<file path="src/rtl/user_fifo_responder.sv">
// Show-ahead FIFO behind a four-channel Nios slave register file, with push counter, checksum and sticky flags.
// All user_datain_k registered: state changes at an edge are visible the following cycle.
module user_fifo_responder #(
    parameter int DATA_W = 32,
    parameter int DEPTH  = 16
) (
    input  logic              clk_clk,
    input  logic              reset_reset_n,
    input  logic [15:0]       user_chipselect,
    input  logic              user_write,
    input  logic              user_read,
    input  logic [DATA_W-1:0] user_dataout_0,
    input  logic [DATA_W-1:0] user_dataout_1,
    input  logic [DATA_W-1:0] user_dataout_2,
    input  logic [DATA_W-1:0] user_dataout_3,
    output logic [DATA_W-1:0] user_datain_0,
    output logic [DATA_W-1:0] user_datain_1,
    output logic [DATA_W-1:0] user_datain_2,
    output logic [DATA_W-1:0] user_datain_3
);
    localparam int PTR_W = (DEPTH > 1) ? $clog2(DEPTH) : 1;
    localparam int CNT_W = $clog2(DEPTH) + 1;
    localparam logic [CNT_W-1:0] FULL_CNT = CNT_W'(DEPTH);
    localparam logic [DATA_W-1:0] STAT_RST = DATA_W'(1) << (DATA_W - 4);

    logic [DATA_W-1:0] r_mem [DEPTH];
    logic [PTR_W-1:0]  r_wr_ptr, r_rd_ptr;
    logic [CNT_W-1:0]  r_count;
    logic              r_ovf, r_unf;
    logic [DATA_W-1:0] r_push_cnt, r_csum;
    logic              r_wr0_q, r_rd1_q, r_wr3_q;
    logic              r_arm;
    logic [DATA_W-1:0] r_datain_0, r_datain_1, r_datain_2, r_datain_3;

    logic              w_wr0, w_rd1, w_wr3;
    logic              w_push_ev, w_pop_ev, w_ctl_ev;
    logic              w_flush, w_clr_flags, w_clr_stats;
    logic              w_do_push, w_do_pop, w_set_ovf, w_set_unf;
    logic [CNT_W-1:0]  w_cnt_ap, w_count_n;
    logic [PTR_W-1:0]  w_wr_ptr_n, w_rd_ptr_n;
    logic              w_ovf_n, w_unf_n;
    logic [DATA_W-1:0] w_push_cnt_n, w_csum_n, w_head_n, w_status_n;
    logic              w_unused;

    // Only channels 0 (write), 1 (read) and 3 (write, bits 2:0) carry meaning.
    assign w_unused = ^{user_chipselect[15:4], user_dataout_1, user_dataout_2,
                        user_dataout_3[DATA_W-1:3]};

    always_comb begin
        w_wr0       = user_write & user_chipselect[0];
        w_rd1       = user_read  & user_chipselect[1];
        w_wr3       = user_write & user_chipselect[3];
        // r_arm masks the first edge after reset so a strobe held through release never fires.
        w_push_ev   = r_arm & w_wr0 & ~r_wr0_q;
        w_pop_ev    = r_arm & w_rd1 & ~r_rd1_q;
        w_ctl_ev    = r_arm & w_wr3 & ~r_wr3_q;
        w_flush     = w_ctl_ev & user_dataout_3[0];
        w_clr_flags = w_ctl_ev & user_dataout_3[1];
        w_clr_stats = w_ctl_ev & user_dataout_3[2];

        // Pop is evaluated first so a full FIFO can accept a same-edge push.
        w_do_pop  = w_pop_ev & ~w_flush & (r_count != '0);
        w_set_unf = w_pop_ev & ~w_flush & (r_count == '0);
        w_cnt_ap  = r_count - {{(CNT_W-1){1'b0}}, w_do_pop};
        w_do_push = w_push_ev & ~w_flush & (w_cnt_ap != FULL_CNT);
        w_set_ovf = w_push_ev & ~w_flush & (w_cnt_ap == FULL_CNT);

        w_rd_ptr_n = w_flush ? '0 : r_rd_ptr + PTR_W'(w_do_pop);
        w_wr_ptr_n = w_flush ? '0 : r_wr_ptr + PTR_W'(w_do_push);
        w_count_n  = w_flush ? '0 : w_cnt_ap + {{(CNT_W-1){1'b0}}, w_do_push};
        w_ovf_n    = (r_ovf & ~w_clr_flags) | w_set_ovf;
        w_unf_n    = (r_unf & ~w_clr_flags) | w_set_unf;

        w_push_cnt_n = (w_clr_stats ? '0 : r_push_cnt) + DATA_W'(w_do_push);
        w_csum_n     = (w_clr_stats ? '0 : r_csum) + (w_do_push ? user_dataout_0 : '0);

        // A push into an empty FIFO is not in storage yet, so bypass it to the head.
        w_head_n = '0;
        if (w_count_n != '0) begin
            if (w_cnt_ap == '0) w_head_n = user_dataout_0;
            else                w_head_n = r_mem[w_rd_ptr_n];
        end

        w_status_n              = '0;
        w_status_n[DATA_W-1]    = w_ovf_n;
        w_status_n[DATA_W-2]    = w_unf_n;
        w_status_n[DATA_W-3]    = (w_count_n == FULL_CNT);
        w_status_n[DATA_W-4]    = (w_count_n == '0);
        w_status_n[CNT_W-1:0]   = w_count_n;
    end

    always_ff @(posedge clk_clk) begin
        if (w_do_push) r_mem[r_wr_ptr] <= user_dataout_0;
    end

    always_ff @(posedge clk_clk or negedge reset_reset_n) begin
        if (!reset_reset_n) begin
            r_wr_ptr   <= '0;
            r_rd_ptr   <= '0;
            r_count    <= '0;
            r_ovf      <= 1'b0;
            r_unf      <= 1'b0;
            r_push_cnt <= '0;
            r_csum     <= '0;
            r_wr0_q    <= 1'b0;
            r_rd1_q    <= 1'b0;
            r_wr3_q    <= 1'b0;
            r_arm      <= 1'b0;
            r_datain_0 <= '0;
            r_datain_1 <= '0;
            r_datain_2 <= STAT_RST;
            r_datain_3 <= '0;
        end else begin
            r_wr_ptr   <= w_wr_ptr_n;
            r_rd_ptr   <= w_rd_ptr_n;
            r_count    <= w_count_n;
            r_ovf      <= w_ovf_n;
            r_unf      <= w_unf_n;
            r_push_cnt <= w_push_cnt_n;
            r_csum     <= w_csum_n;
            r_wr0_q    <= w_wr0;
            r_rd1_q    <= w_rd1;
            r_wr3_q    <= w_wr3;
            r_arm      <= 1'b1;
            r_datain_0 <= w_push_cnt_n;
            r_datain_1 <= w_head_n;
            r_datain_2 <= w_status_n;
            r_datain_3 <= w_csum_n;
        end
    end

    assign user_datain_0 = r_datain_0;
    assign user_datain_1 = r_datain_1;
    assign user_datain_2 = r_datain_2;
    assign user_datain_3 = r_datain_3;
endmodule
</file>
<file path="config.mk">
export PLATFORM = sky130hd
export DESIGN_NAME = user_fifo_responder
export DESIGN_NICKNAME = d
export VERILOG_FILES = /design/src/rtl/user_fifo_responder.sv
export SDC_FILE = /design/constraint.sdc
export NUM_CORES = 1
export LEC_CHECK = 0
export ABC_AREA = 1
export BUFFER_PORTS_ARGS = -buffer_cell sky130_fd_sc_hd__buf_2
export CAP_MARGIN = 25
export CORE_MARGIN = 5
export CORE_UTILIZATION = 51
export CTS_CLUSTER_DIAMETER = 30
export DETAILED_ROUTE_END_ITERATION = 8
export GPL_TIMING_DRIVEN = 1
export PLACE_DENSITY = 0.7
export SETUP_SLACK_MARGIN = 0.3
export SLEW_MARGIN = 5
export SYNTH_ARGS = -nofsm -noshare
export SYNTH_HDL_FRONTEND = slang
export SYNTH_SLANG_ARGS = --single-unit
</file>
<file path="constraint.sdc">
create_clock -name clk_clk -period 8.8 [get_ports clk_clk]
set_clock_uncertainty 0.2 [all_clocks]
set_input_delay 1.76 -clock clk_clk [delete_from_list [all_inputs] [get_ports clk_clk]]
set_output_delay 1.76 -clock clk_clk [all_outputs]
set_load 0.01 [all_outputs]
</file>
==> results.txt, run 1 <==
The run finished with clean final reports. The proportion of register bits with asynchronous set or reset after synthesis came out at 18.6%. Hold is met by 0.308 ns. The multi-input combinational cell area came out at 0.00861 sq mm. By count the netlist is led by sky130_fd_sc_hd__nand3_1, sky130_fd_sc_hd__nand2_1, sky130_fd_sc_hd__edfxtp_1, sky130_fd_sc_hd__inv_1, sky130_fd_sc_hd__nor2_1.

The reg2reg setup slack is 3.18 ns. The number of failing setup endpoints in the final timing report came out at 0. The total negative setup slack is 0 ns.

The half-perimeter wire length after detailed placement came out at 44.6 mm. The initial antenna violation count came out at 2. The required arrival time at the worst endpoint is 9.13 ns. The worst setup path is captured at a flop.

The share of synthesized area occupied by flip-flops and latches is 64.4%. After the last flow step, the layout net total stands at 3052. The power density over the cells is 334 mW/mm^2. By startpoint and endpoint, the worst setup path is classified as in2reg. The post-synthesis average cell area came out at 10.5 sq um. The number of buffers and inverters on the critical path is 6.

The width of the chip is 246 um. The endpoint identified for the worst register-to-register timing path is user_datain_1[13]. The count of routing violations after the opening detailed-route iteration is 2109.

The number of cells in the finished layout apart from fillers is 3715. The die covers 0.0606 sq mm. Of all nets on the critical path, the largest fanout is 51. The number of flops mapped to enable cells by yosys came out at 512. The max-slew violation count is 0.

The path class of the tightest hold or removal check is reg2reg. The minimum setup slack after placement is 1.80 ns. The critical path's slowest cell is sky130_fd_sc_hd__nor2_4. The via count came out at 21.2k.

The starting density of the core is 51.5%. The critical path goes through buf_2 > nand2_1 > inv_2 > nand3_4 > nand2_1 > nor2_1 > ha_1 > ha_1 > nand2_1 > xor2_1 > inv_1 > a21oi_4 > ha_1 > ha_1 > inv_1 > nor2_1 > nand3b_1 > nand3_1 > clkinv_1 > nand2_1 > nor2_4 > buf_4 > a21oi_1. The detailed-route wire length is 77.9 mm.

Port buffering added 146 buffers. The worst setup margin is 2.40 ns. The timing-limited maximum frequency came out at 156 MHz.

The arrival time at the worst endpoint came out at 6.73 ns. The number of detailed-route iterations in the first pass is 5. At the later pin of the worst-skew pair, clock insertion delay measures 0.67 ns. The floorplan step defined a core boundary enclosing 0.0552 sq mm. The fraction of the cycle the final worst path needs came out at 72.7%.

The residual antenna-violating net count after detailed routing came out at 0. The worst reg2reg path depth is 21. The flip-flop and latch count after synthesis came out at 629. VDD sags by at most 0.000208 V. The cell sitting at the root of the clock tree is a sky130_fd_sc_hd__clkbuf_16. In this run the critical register-to-register path is launched from r_wr3_q. The worst setup path is launched from a primary input.

Cells with a size suffix above 1 make up 15.1% of the layout. Setup repair after global routing left no endpoint under its margin. The all-layer global routing usage came out at 25.3%. The count of final hold-check violations came out at 0. The path with the worst hold slack has its endpoint at user_datain_0[3]. Including well taps, the total number of placed cells is 3487. For this run, design rule violations remaining after detail routing come to 0. The CTS tree is done. Entering global routing, the biggest net connects 135 pins. Yosys instantiated no cell more often than sky130_fd_sc_hd__nand3_1. Using the TritonRoute via totals, the vias-per-cell ratio works out to 5.69. CTS built an H-tree with a depth of 3.

The via count of the first global-routing pass is 21.0k. The slew of the pin with the lowest slew margin is 1.03 ns. The register area came out at 0.0183 sq mm. The worst hold path stage count came out at 1. The biggest area contributor in the post-synthesis netlist is sky130_fd_sc_hd__edfxtp_1. The post-layout minimum cycle time came out at 6.40 ns. The total clock sinks came out at 629. In this design, the largest share of critical-path delay is due to simple AND/OR/NAND/NOR gates. For this design, the CTS-stage hold fixing added 0 buffers. The total CTS buffers is 120. The gate count after technology mapping came out at 2709. The leading register cell type out of synthesis is sky130_fd_sc_hd__edfxtp_1. At the end of routability-driven placement, the weighted congestion stood at 0.888. The stage delay of the slowest cell on the critical path is 0.80 ns. After synthesis, the largest area contributor takes up 54.1% of total cell area.

After clock tree synthesis, the clock-pin slew on the worst setup and hold paths is 0.04 ns. The die extent in y is 246 um. The number of warnings printed during yosys synthesis came out at 0.

The filler cells instantiated in the layout total 4312. The area added between synthesis and finish is 19.6%. The distinct cell type count after synthesis came out at 47. After synthesis, the cell types taking the most area are sky130_fd_sc_hd__edfxtp_1, sky130_fd_sc_hd__nand3_1, sky130_fd_sc_hd__dfrtp_1, sky130_fd_sc_hd__nand2_1, sky130_fd_sc_hd__inv_1. The top-level port count is 276.

The post-synth design cell area came out at 0.0284 sq mm. The launch point of the worst hold path is user_datain_0[3]. The leakage power is 14.0 nW. The tightest slew margin relative to the limit is 31.3%.

The maximum count of clock buffers along a single path came out at 3. The buffer count from post-CTS setup fixing came out at 0. The first-pass GRT wire length came out at 119 mm. The number of antenna repair diodes is 0.

The number of standard-cell rows in the floorplan is 86. The number of gates given a new drive strength after cts is 0. The aggregate global routing overflow is 0. The max-cap check violation count is 0. The per-cell routed wire length came out at 21.0 um.
stage by stage:
| step | power [mW] | utilization [%] | area, sq um |
|---|---|---|---|
| 2_1_floorplan | 5.72 | - | 28500 |
| 3_3_place_gp | 6.62 | 53.8 | 29700 |
| 3_5_place_dp | 6.69 | 53.9 | 29800 |
| 4_1_cts | 11.4 | 61.6 | 34000 |
| 5_1_grt | 11.9 | 61.6 | 34000 |
| 6_report | 11.4 | 61.6 | 34000 |
routing by layer:
metal	track usage, %	share of wire [%]
met4	9.89	3.0
met5	0	0
met3	4.97	9.6
met2	41.9	48
met1	33.1	39
cells by family (layout without fill, tap and decap cells):
logic type | count (synthesis) | count (layout) | share of synthesized area (%)
AOI/OAI and AO/OA | 143 | 143 | 3.15
xor gates and xnor gates | 53 | 53 | 1.68
DFF | 629 | 629 | 64.4
buffers and inverters | 403 | 639 | 6.23
other | 2 | 24 | 0.0264
and+or+nand+nor | 1437 | 1437 | 22.7
adders and majority gates | 42 | 42 | 1.87
cells in the final DEF (no fill, tap or decap), types with 40 or more instances in the layout:
cell type / synthesis / layout
sky130_fd_sc_hd__nor2_1: 175 / 158
sky130_fd_sc_hd__nand2_1: 515 / 515
sky130_fd_sc_hd__buf_2: 79 / 145
sky130_fd_sc_hd__edfxtp_1: 512 / 512
sky130_fd_sc_hd__a21oi_1: 68 / 68
sky130_fd_sc_hd__inv_1: 218 / 218
sky130_fd_sc_hd__clkbuf_16: 0 / 121
sky130_fd_sc_hd__nand3_1: 684 / 684
sky130_fd_sc_hd__dfrtp_1: 116 / 116
sky130_fd_sc_hd__ha_1: 41 / 40
worst reg2reg max path, stage by stage, from the launching register on:
cell and delay [ns]:
sky130_fd_sc_hd__dfrtp_1 0.39, sky130_fd_sc_hd__nor2_4 0.18, sky130_fd_sc_hd__nand3_4 0.52, sky130_fd_sc_hd__nand2_1 0.30
sky130_fd_sc_hd__nor2_1 0.13, sky130_fd_sc_hd__ha_1 0.22, sky130_fd_sc_hd__ha_1 0.23, sky130_fd_sc_hd__nand2_1 0.10
sky130_fd_sc_hd__xor2_1 0.26, sky130_fd_sc_hd__inv_1 0.17, sky130_fd_sc_hd__a21oi_4 0.45, sky130_fd_sc_hd__ha_1 0.28
sky130_fd_sc_hd__ha_1 0.15, sky130_fd_sc_hd__inv_1 0.05, sky130_fd_sc_hd__nor2_1 0.20, sky130_fd_sc_hd__nand3b_1 0.18
sky130_fd_sc_hd__nand3_1 0.11, sky130_fd_sc_hd__clkinv_1 0.06, sky130_fd_sc_hd__nand2_1 0.10, sky130_fd_sc_hd__nor2_4 0.80
sky130_fd_sc_hd__buf_4 0.34, sky130_fd_sc_hd__a21oi_1 0.07
layout make-up:
type | count | area share (%)
Multi-Input combinational cell | 1699 | 25.3
Tap cell | 748 | 2.75
Clock inverter | 104 | 3.48
Timing Repair Buffer | 184 | 3.17
Sequential cell | 629 | 53.8
Inverter | 228 | 2.52
Clock buffer | 123 | 8.98
worst max-delay path by stage:
stage / start / slack (ns) / cells after the start / endpoint
4_1_cts: user_write / 2.46 / 23 / user_datain_3[30]
3_5_place_dp: user_write / 1.80 / 23 / user_datain_3[30]
3_3_place_gp: user_write / 1.93 / 23 / user_datain_3[30]
5_1_grt: user_write / 2.12 / 23 / user_datain_3[30]
2_1_floorplan: user_write / 2.94 / 16 / r_mem[0][0]
6_report: user_write / 2.40 / 23 / user_datain_1[13]
flip-flops by register name, summed over array words and instances (netlist names), 4 cells and up:
signal and flops:
user_datain_1 32, r_mem 512, r_count 4, r_wr_ptr 4, user_datain_3 32, user_datain_2 5
r_rd_ptr 4, user_datain_0 32
report_power, final:
group | leakage (nW) | switching, mW | internal, mW
sequential | 6.10 | 0.115 | 3.46
clock | 2.04 | 1.62 | 3.08
combinational | 5.88 | 2.16 | 0.938
Power figures use the tool's default switching activity.
==> run 2: changes to the inputs <==
- ABC_AREA: 1 -> 0
- PLACE_DENSITY: 0.7 -> 0.73
- clock period: 8.8 -> 5.7 ns (I/O delays scaled with it)
==> run 2 against run 1 <==
  * Synthesized area shrank 6.8%
  * Final cell count down 24%
  * Critical endpoint is now user_datain_3[14]
  * Sequential power up 55%
  * Via count fell by 21%
  * Total power up 46%
  * Sequential cell count is the same
  * First-iteration DRC count down 19%
==> results.txt, run 2 <==
Cells with a size suffix above 1 make up 25.6% of the layout. The number of detailed-route iterations in the first pass came out at 6. Once placement completed, the tool counted placed cells totaling 2621.

The worst hold path belongs to the class reg2reg. Setup repair after global routing could not meet its margin everywhere. After filler insertion, the fill cell instance count of the layout stands at 3611. The maximum count of clock buffers along a single path is 3.

Per report_power, the clock group accounts for 40.7% of the total. The tree is rooted in a sky130_fd_sc_hd__clkbuf_16. Counting the buffers created by CTS gives 115. Once layout is complete, the cells apart from fillers number 2840. The run finished with clean final reports.

Leaving out fill and tap cells, the most frequent cells in the layout are sky130_fd_sc_hd__edfxtp_1, sky130_fd_sc_hd__buf_2, sky130_fd_sc_hd__nand2_1. The die is 238 um tall. The number of standard-cell rows in the floorplan came out at 83.

The share of synthesized area occupied by flip-flops and latches came out at 69.1%. Summed over all layers, the routed wires come to 66.4 mm. The aggregate global routing overflow came out at 0. The max-cap check violation count is 0. Combinational logic burns 26.0% of the power. The net switching fraction of the power came out at 30.7%. The later-pin clock latency in the skew report came out at 0.65 ns. The post-layout minimum cycle time is 5.13 ns. The top-level port count came out at 276. STA classifies the critical path startpoint as a primary input. The slew of the pin with the lowest slew margin is 1.02 ns. The number of H-tree branching levels came out at 3. The post-synth design cell area came out at 0.0265 sq mm. The leakage power came out at 12.0 nW. The number of failing setup endpoints in the final timing report came out at 0. The met1 capacity usage during global routing is 31.3%.

After clock tree synthesis, the setup repair step added 0 buffers. The core outline area is 0.0514 sq mm. The overall die area came out at 0.0566 sq mm.

The area added between synthesis and finish came out at 23.2%. The initial antenna violation count was 3. The library cell with the highest instance count after synthesis is sky130_fd_sc_hd__edfxtp_1. Cell internal power was estimated by the tool at 11.5 mW. The number of flops mapped to enable cells by yosys came out at 512. After synthesis, the most frequently instantiated cells are sky130_fd_sc_hd__edfxtp_1, sky130_fd_sc_hd__nand2_1, sky130_fd_sc_hd__a21oi_1, sky130_fd_sc_hd__dfrtp_1, sky130_fd_sc_hd__nor2_1. TritonCTS built the clock tree. The met2 capacity usage during global routing came out at 38.8%. The number of flip-flops in the largest register came out at 512. The number of remaining DRC errors came out at 0. The via count of the first global-routing pass came out at 17.2k. For this run, the number of Yosys warnings is 0.

In the final layout, the multi-input gates occupy 0.00786 sq mm. The first global-routing pass estimated 102 mm of wire. The most congested layer reported by global routing is met2. Measured against its own limit, the worst slew margin works out to 31.9%.

The via count is 16.8k. Per report_power, the sequential group accounts for 33.3% of the total. In the final routed layout, each cell accounts on average for 23.4 um. The half-perimeter wire length after detailed placement came out at 39.4 mm. In the final layout, flip-flops and latches occupy 0.0183 sq mm. The register ranked first by flip-flop count is r_mem.

The width of the chip came out at 238 um. The count of nets left with antenna violations once routing finished came out at 0. In the post-synthesis netlist, the biggest area contributors are sky130_fd_sc_hd__edfxtp_1, sky130_fd_sc_hd__dfrtp_1, sky130_fd_sc_hd__mux4_2, sky130_fd_sc_hd__a21oi_1, sky130_fd_sc_hd__mux2i_1.

The library cell used most frequently in the layout, excluding fill and tap cells, is sky130_fd_sc_hd__edfxtp_1. Routability-driven placement finished with a final weighted congestion of 0.861. The repair_antennas step left the layout with diodes totalling 0. The port buffer count came out at 146. The kind of end point of the critical path is a flop. The timing-limited maximum frequency is 195 MHz. The starting density of the core came out at 51.5%. The required arrival time at the worst endpoint is 6.05 ns. The gate count after technology mapping is 1802. The post-synthesis average cell area came out at 14.7 sq um. The final critical path takes up 90.1% of the cycle. The critical path is of the in2reg type. The largest net degree at the start of global routing is 87. IR analysis of the VDD net gives a maximum drop of 0.000324 V. The proportion of register bits with asynchronous set or reset after synthesis is 18.6%.

Counting flops and latches in the post-synthesis netlist gives 629. Of all nets on the critical path, the largest fanout is 4. The overall power of the completed layout is 16.6 mW. The total clock sinks is 629.

The arrival time at the worst endpoint is 5.48 ns. The max-slew violation count was 0. At the end of the flow, the number of nets in the layout was 2248. In the global route stage, met3 resource usage came out at 4.77%. The all-layer global routing usage is 23.3%. The clock-pin slew on the worst setup and hold paths came out at 0.04 ns.

The fraction of post-synthesis cell area in the top cell type by area came out at 58.0%. The power density over the cells is 508 mW/mm^2. The distinct cell type count after synthesis came out at 65. Using the TritonRoute via totals, the vias-per-cell ratio works out to 5.92. Summed over all nets, the switching power comes to 5.09 mW. The count of routing violations after the opening detailed-route iteration is 1712. The count of final hold-check violations came out at 0. The most area-hungry cell type in the Yosys netlist is sky130_fd_sc_hd__edfxtp_1. For this run, the leading register cell type out of synthesis is sky130_fd_sc_hd__edfxtp_1.
[run 2: changes by cell type in the layout (fill, tap and decap cells not counted), moves of 59 or more]
cell                      change
sky130_fd_sc_hd__nand3_1    -598
sky130_fd_sc_hd__a21oi_1     +59
sky130_fd_sc_hd__mux4_2      +64
sky130_fd_sc_hd__inv_1      -206
sky130_fd_sc_hd__and2_1      +71
sky130_fd_sc_hd__mux2i_1     +63
sky130_fd_sc_hd__buf_4       +59
sky130_fd_sc_hd__nor2_1      -77
sky130_fd_sc_hd__nand2_1    -382
[run 2: final cells by class]
| class | instances | share of cell area [%] |
|---|---|---|
| Timing Repair Buffer | 250 | 5.04 |
| Multi-Input combinational cell | 1050 | 24.1 |
| Inverter | 12 | 0.138 |
| Sequential cell | 629 | 56.1 |
| Clock buffer | 136 | 9.44 |
| Tap cell | 680 | 2.61 |
| Clock inverter | 83 | 2.64 |
[run 2: worst max-delay path: stages]
cell and delay, ns:
sky130_fd_sc_hd__buf_2 0.11, sky130_fd_sc_hd__and2_1 0.17, sky130_fd_sc_hd__nand3b_1 0.09, sky130_fd_sc_hd__nand2_1 0.10, sky130_fd_sc_hd__nor4_4 0.17, sky130_fd_sc_hd__ha_2 0.22, sky130_fd_sc_hd__ha_1 0.19, sky130_fd_sc_hd__xnor2_1 0.16
sky130_fd_sc_hd__nand4_1 0.13, sky130_fd_sc_hd__nand2b_1 0.19, sky130_fd_sc_hd__nor4b_4 0.14, sky130_fd_sc_hd__buf_4 0.17, sky130_fd_sc_hd__and2_1 0.16, sky130_fd_sc_hd__ha_1 0.23, sky130_fd_sc_hd__fa_1 0.48, sky130_fd_sc_hd__a211oi_2 0.26
sky130_fd_sc_hd__nor2_2 0.12, sky130_fd_sc_hd__o31ai_4 0.30, sky130_fd_sc_hd__nor2_1 0.12, sky130_fd_sc_hd__buf_4 0.15, sky130_fd_sc_hd__o21ai_0 0.18, sky130_fd_sc_hd__o21ai_0 0.14, sky130_fd_sc_hd__a21oi_1 0.20, sky130_fd_sc_hd__xnor2_1 0.14
[run 2: through the flow]
step	hold slack [ns]	worst slack [ns]	utilization, %	cell area [sq um]	TNS, ns
after floorplan	0.243	0.356	-	26600	0
after global placement	0.264	-0.0907	55.7	28600	-0.220
after detailed placement	0.276	-0.133	55.7	28600	-0.464
after CTS	0.287	0.454	63.4	32600	0
after global routing	0.328	0.244	63.5	32600	0
final	0.284	0.566	63.5	32600	0
[run 2: cell families after synthesis]
logic type                 share of synthesized area, %
adders and majority gates                          2.01
and+or+nand+nor                                    8.22
xor gates and xnor gates                           2.24
DFF                                                69.1
buffers and inverters                              2.63
AOI/OAI and AO/OA                                  7.95
other                                            0.0283
muxes                                              7.86
[run 2: what timing repair did]
action / in CTS / in global routing
hold buffers: 0 / 0
gates resized for setup: 0 / 11
setup endpoints to repair: 0 / 12
endpoints found under the hold margin: 0 / 0
[run 2: power by group through the flow]
stage                     Combinational [mW]  Sequential, mW  Clock (mW)
after floorplan                         2.74            5.67           0
after global placement                  4.20            5.59           0
after detailed placement                4.25            5.59           0
after CTS                               4.31            5.52        6.83
after global routing                    4.66            5.55        7.09
final                                   4.31            5.52        6.74
[run 2: final timing paths]
path / from / to / slack, ns / depth (start not counted)
setup reg to reg: r_count[2] / user_datain_3[14] / 0.65 / 22
hold reg to reg: user_datain_2[31] / user_datain_2[31] / 0.28 / 2
setup / recovery: user_write / user_datain_3[14] / 0.57 / 24
min in group asynchronous: reset_reset_n / user_datain_1[23] / 0.40 / 1
hold / removal: user_datain_2[31] / user_datain_2[31] / 0.28 / 2
max in group asynchronous: reset_reset_n / user_datain_1[1] / 3.89 / 2
[run 2: routing by layer]
layer	share of wire, %	wire [um]	vias to the layer above
li1	-	-	7422
met1	40	26400	8432
met2	50	33000	808
met3	8.1	5360	139
met4	2.6	1700	2
met5	0.012	8	-
==> run 3: changes to the inputs <==
- CORE_MARGIN: 5 -> 1.5
==> run 3 against run 2 <==
  * Die area shrank 5.8%
  * Design area grew 0.11%
  * Utilization is 0.20 points higher
  * Clock-buffer cell count rose by 9
  * Sequential power is essentially flat
  * Hold slack improved by 0.0060 ns
  * Fmax up 0.68%
  * Non-clock buffer count is 4 higher
  * Routed wire length barely moved
  * First-iteration DRC count shrank 13%
  * Largest power group unchanged
  * Highest routed layer is now met4
==> results.txt, run 3 (synthesis gave the netlist of run 2 again) <==
The congestion estimate from routability-driven global placement came to 0.880. Counting along the longest clock path gives a buffer depth of 3. On the critical path, the stage with the largest delay is an instance of sky130_fd_sc_hd__o31ai_1.

The max-slew violation count came out at 0. The per-cell routed wire length is 23.3 um. Counting stages on the worst path, the most repeated cell is sky130_fd_sc_hd__ha_1. The routed layout has 16.8k vias.

Global routing used 25.3% of the available tracks across all layers. In the routed design, unresolved DRC markers number 0. The area added between synthesis and finish is 23.3%. Across the run, the number of max-cap violations was 0.

The clock-pin slew on the worst setup and hold paths came out at 0.05 ns. The tightest slew margin relative to the limit is 40.0%. After layout, the minimum clock period comes to 5.10 ns.

The worst-path maximum fanout is 16. The number of detailed-route iterations in the first pass is 6. The required arrival time at the worst endpoint is 6.07 ns. The top-level port count came out at 276.

The total CTS buffers came out at 115. The H-tree was split into 3 levels. TritonCTS built the clock tree. The tightest hold margin came out at 0.290 ns. The net switching fraction of the power came out at 30.5%. Setup violations remaining at the end of the flow were counted as 0. The final non-filler cell area came out at 0.0327 sq mm. The arrival time at the worst endpoint came out at 5.47 ns. Based on the critical path, the design can be clocked at up to 196 MHz. The half-perimeter wire length after detailed placement came out at 39.8 mm. The startpoint identified for the worst hold timing path is user_datain_2[31]. The worst setup path is captured at a flop. In this run the horizontal extent of the chip is 231 um. The later-pin clock latency in the skew report came out at 0.66 ns. The critical path goes through buf_2 > and2_1 > nand3b_1 > nand2_1 > nor4_4 > ha_1 > ha_1 > xnor2_1 > nand4_1 > nand2b_1 > nor4b_4 > buf_6 > buf_12 > and2_1 > ha_1 > nand2_1 > nor3_1 > nand3_1 > o31ai_1 > a21oi_1 > o31ai_1 > xor2_1. Setup repair after global routing left no endpoint under its margin.

The clock net in this run drives a total of 629 sinks. In this design, the stage delay of the slowest critical-path cell is 0.53 ns. The register ranked first by flip-flop count is r_mem. The most common cell after layout, fill and taps aside is sky130_fd_sc_hd__edfxtp_1.

The slew of the pin with the lowest slew margin came out at 0.899 ns. The worst min-delay path class is reg2reg. The number of vias per cell after detailed routing came out at 5.92.

The register with the most flip-flops in the layout has 512 of them. The detailed-route wire length came out at 66.4 mm. In this run the static leakage power is 12.1 nW. The top cell types in the final layout, fill and taps aside, are sky130_fd_sc_hd__edfxtp_1, sky130_fd_sc_hd__buf_2, sky130_fd_sc_hd__nand2_1.

The fraction of layout instances using a drive strength above 1 came out at 25.2%. The residual antenna-violating net count after detailed routing is 0. The internal power consumption is 11.5 mW. Across the VDD grid, the largest voltage drop is 0.000319 V. The cell area after placement is 0.0287 sq mm.

After layout, the design draws a total of 16.6 mW. The tree is rooted in a sky130_fd_sc_hd__clkbuf_16. The worst setup margin is 0.600 ns. Once the floorplan was initialized, standard cells occupied 51.7% of the core. The number of antenna repair diodes came out at 0.

The combinational power share came out at 26.3%. The via count of the first global-routing pass came out at 17.3k. The count of final hold-check violations is 0. The die is 231 um tall. The aggregate global routing overflow came out at 0. The switching power of the nets came out at 5.07 mW.

The clock group share of total power is 40.5%. The port buffer count came out at 146. The minimum setup slack after placement came out at -0.192 ns. The start point of the critical path is user_write. Registers are responsible for 33.2% of the overall power.

The first-pass GRT wire length came out at 102 mm. The flow ran to the end, and the final reports show no timing, DRC or antenna violations. The worst register-to-register path begins at r_count[3]. The class of the most critical setup path is in2reg.

The die covers 0.0533 sq mm. The core outline area is 0.0513 sq mm. The largest net degree at the start of global routing is 80. The initial antenna violation count came to 0.

Of the available clock period, the critical path in the final layout requires 89.5%. Buffers added to address setup during post-CTS repair amount to 0. The worst setup path is launched from a primary input. The power density over the cells is 508 mW/mm^2. The number of standard-cell rows in the floorplan is 83. The count of routing violations after the opening detailed-route iteration came out at 1498. The count of nets after finishing is 2252.
## run 3: path summary, 6_finish.rpt
check | to | slack [ns] | cells after the start
worst max-delay path | user_datain_3[26] | 0.60 | 22
worst min-delay path | user_datain_2[31] | 0.29 | 2
worst max register to register | user_datain_3[26] | 0.71 | 20
worst min register to register | user_datain_2[31] | 0.29 | 2
max in group asynchronous | user_datain_0[4] | 3.85 | 2
min in group asynchronous | user_datain_0[21] | 0.37 | 1
## run 3: layout make-up
cell class,count,area (sq um)
multi-input cells,1050,7850
inverters,12,45.0
well taps,680,851
flip-flops and latches,629,18300
clock inverters,73,835
repair buffers,254,1710
fillers,3672,18600
clock buffers,145,3090
## run 3: power groups by stage
stage          sequential [mW]  combinational (mW)  clock, mW
6_report                  5.52                4.36       6.73
4_1_cts                   5.52                4.34       6.80
3_5_place_dp              5.60                4.29          0
5_1_grt                   5.55                4.73       7.02
2_1_floorplan             5.67                2.74          0
3_3_place_gp              5.59                4.23          0
## run 3: critical path: cells and delay by family
family / cells / cell delay (ns)
buf+inv: 3 / 0.42
compound gates: 3 / 0.98
simple gates: 11 / 1.84
xor+xnor: 2 / 0.35
fa+ha+maj: 3 / 0.72
## run 3: metal layers
layer	up-vias	global-route usage, %	routed length, um
met1	8438	33.8	26400
met3	139	4.95	5400
li1	7419	-	-
met2	847	41.2	32700
met4	0	9.23	1900
met5	-	0	0
## run 3: stage by stage
step | TNS [ns] | util [%] | instances
3_5_place_dp | -0.959 | 55.9 | 2625
4_1_cts | 0 | 63.6 | 2843
6_report | 0 | 63.7 | 2843
2_1_floorplan | 0 | - | 1824
3_3_place_gp | -0.0313 | 55.9 | 2624
5_1_grt | 0 | 63.7 | 2843
## run 3: repair_timing
action	CTS	global route
hold buffers	0	0
endpoints found under the setup margin	0	17
resized for setup	0	9
